[src/rtl/inst_fetch_mem.sv]
// inst_fetch_mem
// Byte-addressed instruction memory between the PC/fetch stage and decode.
// A fetch request is accepted with a valid/ready handshake. One cycle later
// the block returns one little-endian 32-bit instruction, held until the
// consumer takes it. A byte-wide programming port loads the memory.
//
// Parameters
//   ADDR_W      width of fetch and program addresses
//   DEPTH_BYTES memory size in bytes (multiple of 4, power of 2)
//   ALIGN_CHECK 1 = flag fetches with addr[1:0] != 0, 0 = ignore alignment
//
// Ports
//   clk, reset              rising-edge clock, synchronous active-high reset
//   req_valid/req_ready     fetch request handshake
//   req_addr                byte address of the instruction
//   resp_valid/resp_ready   response handshake
//   resp_inst               {mem[a+3], mem[a+2], mem[a+1], mem[a]} or NOP on error
//   resp_err                bit0 = misaligned, bit1 = out of range
//   flush                   discard the held response (and any same-cycle request)
//   prog_en/addr/data       byte write port; blocks fetch acceptance while high
//   fetch_count             number of accepted fetches, wrapping at 2^32
module inst_fetch_mem #(
    parameter int ADDR_W      = 64,
    parameter int DEPTH_BYTES = 256,
    parameter int ALIGN_CHECK = 1
) (
    input  logic              clk,
    input  logic              reset,
    input  logic              req_valid,
    output logic              req_ready,
    input  logic [ADDR_W-1:0] req_addr,
    output logic              resp_valid,
    input  logic              resp_ready,
    output logic [31:0]       resp_inst,
    output logic [1:0]        resp_err,
    input  logic              flush,
    input  logic              prog_en,
    input  logic [ADDR_W-1:0] prog_addr,
    input  logic [7:0]        prog_data,
    output logic [31:0]       fetch_count
);

    localparam int                IDX_W          = $clog2(DEPTH_BYTES);
    localparam logic [ADDR_W-1:0] LAST_WORD_ADDR = ADDR_W'(DEPTH_BYTES - 4);
    localparam logic [ADDR_W-1:0] DEPTH_ADDR     = ADDR_W'(DEPTH_BYTES);
    localparam logic [31:0]       NOP_INST       = 32'h0000_0013;

    typedef enum logic {
        ST_EMPTY,
        ST_FULL
    } state_t;

    state_t             state_q, state_d;
    logic [31:0]        resp_inst_q, resp_inst_d;
    logic [1:0]         resp_err_q, resp_err_d;
    logic [31:0]        fetch_count_q, fetch_count_d;

    logic [7:0]         mem_q [DEPTH_BYTES];

    logic               accept;
    logic               misaligned;
    logic               out_of_range;
    logic [1:0]         fetch_err;
    logic [IDX_W-1:0]   rd_idx;
    logic [31:0]        rd_word;
    logic [31:0]        fetch_inst;
    logic               prog_we;

    // The range compare uses the full address width, so a huge address never
    // aliases onto a valid word by truncation.
    always_comb begin
        misaligned   = (ALIGN_CHECK != 0) && (req_addr[1:0] != 2'b00);
        out_of_range = req_addr > LAST_WORD_ADDR;
        fetch_err    = {out_of_range, misaligned};
        rd_idx       = req_addr[IDX_W-1:0];
        // For an in-range address a+3 stays inside the array. For any other
        // address the bytes read here are replaced by the NOP below.
        rd_word      = {mem_q[rd_idx + IDX_W'(3)],
                        mem_q[rd_idx + IDX_W'(2)],
                        mem_q[rd_idx + IDX_W'(1)],
                        mem_q[rd_idx]};
        fetch_inst   = (fetch_err != 2'b00) ? NOP_INST : rd_word;
    end

    // A new request fits when the output slot is empty or is being drained
    // this cycle. Programming takes the memory, so fetches stall while it is active.
    always_comb begin
        req_ready = !prog_en && ((state_q == ST_EMPTY) || resp_ready);
        accept    = req_valid && req_ready;
    end

    // Flush beats a same-cycle accept, and the dropped request is not counted.
    // The held instruction/error bits are left untouched when no new
    // fetch is loaded, so they stay stable while the consumer stalls.
    always_comb begin
        state_d       = state_q;
        resp_inst_d   = resp_inst_q;
        resp_err_d    = resp_err_q;
        fetch_count_d = fetch_count_q;
        if (flush) begin
            state_d = ST_EMPTY;
        end else if (accept) begin
            state_d       = ST_FULL;
            resp_inst_d   = fetch_inst;
            resp_err_d    = fetch_err;
            fetch_count_d = fetch_count_q + 32'd1;
        end else if ((state_q == ST_FULL) && resp_ready) begin
            state_d = ST_EMPTY;
        end
    end

    always_ff @(posedge clk) begin
        if (reset) begin
            state_q       <= ST_EMPTY;
            resp_inst_q   <= 32'd0;
            resp_err_q    <= 2'b00;
            fetch_count_q <= 32'd0;
        end else begin
            state_q       <= state_d;
            resp_inst_q   <= resp_inst_d;
            resp_err_q    <= resp_err_d;
            fetch_count_q <= fetch_count_d;
        end
    end

    // Writes outside the array are dropped, not wrapped, and a write in the
    // reset cycle is suppressed. The array itself is never cleared.
    assign prog_we = prog_en && !reset && (prog_addr < DEPTH_ADDR);

    always_ff @(posedge clk) begin
        if (prog_we) begin
            mem_q[prog_addr[IDX_W-1:0]] <= prog_data;
        end
    end

    assign resp_valid  = (state_q == ST_FULL);
    assign resp_inst   = resp_inst_q;
    assign resp_err    = resp_err_q;
    assign fetch_count = fetch_count_q;

endmodule

[config.mk]
export PLATFORM = sky130hd
export DESIGN_NAME = inst_fetch_mem
export DESIGN_NICKNAME = d
export VERILOG_FILES = /design/src/rtl/inst_fetch_mem.sv
export SDC_FILE = /design/constraint.sdc
export NUM_CORES = 2
export LEC_CHECK = 0
export BUFFER_PORTS_ARGS = -buffer_cell sky130_fd_sc_hd__clkbuf_2
export CAP_MARGIN = 10
export CORE_MARGIN = 3
export CORE_UTILIZATION = 50
export DETAILED_ROUTE_END_ITERATION = 16
export PLACE_DENSITY = 0.66
export SETUP_SLACK_MARGIN = 0.3
export SYNTH_ARGS = -nofsm -noshare
export SYNTH_HDL_FRONTEND = slang
export SYNTH_SLANG_ARGS = --single-unit
[constraint.sdc]
create_clock -name clk -period 6.2 [get_ports clk]
set_clock_uncertainty 0.1 [all_clocks]
set_input_delay 0.62 -clock clk [delete_from_list [all_inputs] [get_ports clk]]
set_output_delay 0.62 -clock clk [all_outputs]
set_load 0.02 [all_outputs]
==> flow_summary.ini <==
[run_status]
status = finished with violations
violations = capacitance limit, slew limit

[placed_design]
port_buffers = 209
place_congestion = 1.03
placed_area_um2 = 139000
dp_hpwl_mm = 346

[route]
drt_iter0_markers = 16300
drc_errors = 0
vias_per_cell = 8.06
dr_total_vias = 90600
wl_per_cell_um = 45.6
first_pass_iters = 8
postRouteAntennaNets = 0
drt_wl_total_mm = 512

[timing]
final_hold_viol_count = 0
finalMaxSlewViolations = 6
worst_slew_pin_slew_ps = 1530
fmax_ghz = 0.192
relSlewSlack = -0.0268
setup_violations = 0
post-route-period-util = 0.840
layout_min_cycle_time_ps = 5210
fin_tns_setup_ps = 0
rsz0062_at_grt = no

[run]
max-cap-violations = 1

[synthesis]
ys_seq_area_frac = 0.477
syn-num-nets = 7321
synth_ff_type = edfxtp_1
ys_seq_elements = 2115
yosys_warnings = 0
synthCells = 7173
avgSynthCellArea_um2 = 18.4
synth-async-reset-ratio = 0
synth_cell_types = 66
netlist_area_um2 = 132000
synth_edf_count = 2048

[min_path]
hold_path.class = primary input to register

[final_layout]
fin_util = 0.564
drive_above_1_share = 0.471
finalNetCount = 7636
design_area_um2 = 147000
nFillCells = 19500
area_delta_synth_final_pct = 11.5

[grt]
track_usage = 0.377
grt_pass1_wl_mm = 706
grt_max_degree = 170
grt_pass1_vias = 85600
overflow = 0
antenna_found_initial = 44

[worst_setup_path]
worstSetupPathType = primary input to register
critical_path_peak_fanout = 36
worstPathRequired_ps = 6940
critPathLaunchType = primary input
end_kind = register
cp_data_arrival_time_ps = 5950

[clock_network]
cts_resized = 0
htree_levels = 4
worstSkewPairLatency_ps = 960
cts_tree = done
cts.sinks = 2115
clk_pin_slew_ps = 70
clockBufferDepth = 4
root_buffer = clkbuf_16
cts_made_buffers = 236

[floorplanning]
rows = 187
fp.dieH_um = 520
die_x_um = 520
coreArea_um2 = 261000
initial_core_util = 0.505
num_io_pins = 210
dieArea_um2 = 270000

[pwr]
p_leak_nw = 46.5
vdd_drop_max_mv = 0.236
powerDensity_nw_per_um2 = 251
==> cells by family after synthesis <==
group,share of synthesized area
multiplexers,0.424
XOR/XNOR,0.00404
AO/OA/AOI/OAI,0.0248
flip-flops,0.477
AND/OR/NAND/NOR,0.0395
buffers and inverters,0.0306
adder cells (fa/ha/maj),0.000569
==> report_power, final <==
part	internal, W	switching (W)	total [W]
sequential	0.0157	0.00000277	0.0157
clock	0.00835	0.00609	0.0144
combinational	0.00271	0.00409	0.00680
total	0.0267	0.0102	0.0369
==> layout by cell type, fill, tap and decap left out, types with 34 or more instances in the layout <==
master	count
clkbuf_2	195
a21oi_1	64
nand3_1	125
o21ai_0	77
nand4_1	62
clkbuf_16	238
clkinv_1	34
buf_4	512
clkinv_2	57
diode_2	63
a22oi_1	35
a32oi_1	45
mux4_2	2380
buf_12	71
nand2_1	473
mux2i_1	216
edfxtp_1	2048
dfxtp_1	67
nor2_1	368
nor4_1	51
a221oi_1	39
==> state kept, by name (all words and copies together), names as in the netlist <==
signal and cells:
resp_valid 1, fetch_count 32, resp_inst 32, mem_q 2048
resp_err 2
==> cell type report <==
cell class	instances	area, um^2	share of cell area
antenna	63	158	0.00107
clock buffer	273	6130	0.0417
clock inverter	157	1680	0.0114
inverter	9	37.5	0.000255
multi-input combinational	4333	65400	0.445
sequential	2115	62800	0.427
tap	3496	4370	0.0297
timing repair buffer	793	6410	0.0436
==> critical path, cell delays in order <==
cell and delay (ps):
buf_2 460, inv_2 550, xnor2_2 520, buf_4 830, nor2_1 390, buf_4 340
a32o_1 230, o21ai_0 770, nand4_1 550, a311oi_1 400, a22o_1 170
==> metrics by stage <==
stage,total power [W],hold WS [ps],setup WS [ps],cells
after detailed placement,0.0225,391,656,10700
after floorplan,0.0200,424,1380,7173
after global placement,0.0225,382,-233,10700
after CTS,0.0367,80.4,1600,11200
after global routing,0.0376,155,997,11200
final,0.0369,119,989,11200
==> worst paths after layout <==
check             depth (start not counted)                         from  slack [ps]                          end
hold / removal                            3                        reset         120  fetch_count[4]$_SDFFE_PP0P_
setup / recovery                         11                  req_addr[4]         990    resp_inst[8]$_SDFFE_PP0P_
hold reg to reg                           2  fetch_count[1]$_SDFFE_PP0P_         400  fetch_count[1]$_SDFFE_PP0P_
setup reg to reg                          9      resp_valid$_SDFFE_PP0P_        2060   resp_inst[16]$_SDFFE_PP0P_
==> cell usage after synthesis, drive strengths merged, types with 17 or more instances <==
library cell / n / area (um^2)
mux4: 2380 / 53600
edfxtp: 2048 / 61500
buf: 485 / 3140
nand2: 482 / 1810
nor2: 382 / 1430
clkbuf: 231 / 867
mux2i: 216 / 2160
nand3: 131 / 656
o21ai: 90 / 450
dfxtp: 67 / 1340
a21oi: 66 / 342
nand4: 63 / 400
nor4: 52 / 325
a32oi: 45 / 394
a221oi: 39 / 342
a22oi: 35 / 263
xor2: 29 / 280
xnor2: 28 / 253
a31oi: 25 / 156
a22o: 24 / 210
nor3: 23 / 115
o22ai: 22 / 138
and3: 17 / 106
==> layer usage <==
metal	vias up	GRT usage	routed length, um
met5	-	0	163
met4	24	0.239	40400
met3	1663	0.155	83600
met2	8995	0.534	222000
met1	47200	0.484	166000
li1	32700	-	-
==> what timing repair did <==
item	CTS	global route
hold endpoints to repair	1	0
setup buffers	0	0
hold buffers	3	0
Power figures use the tool's default switching activity.
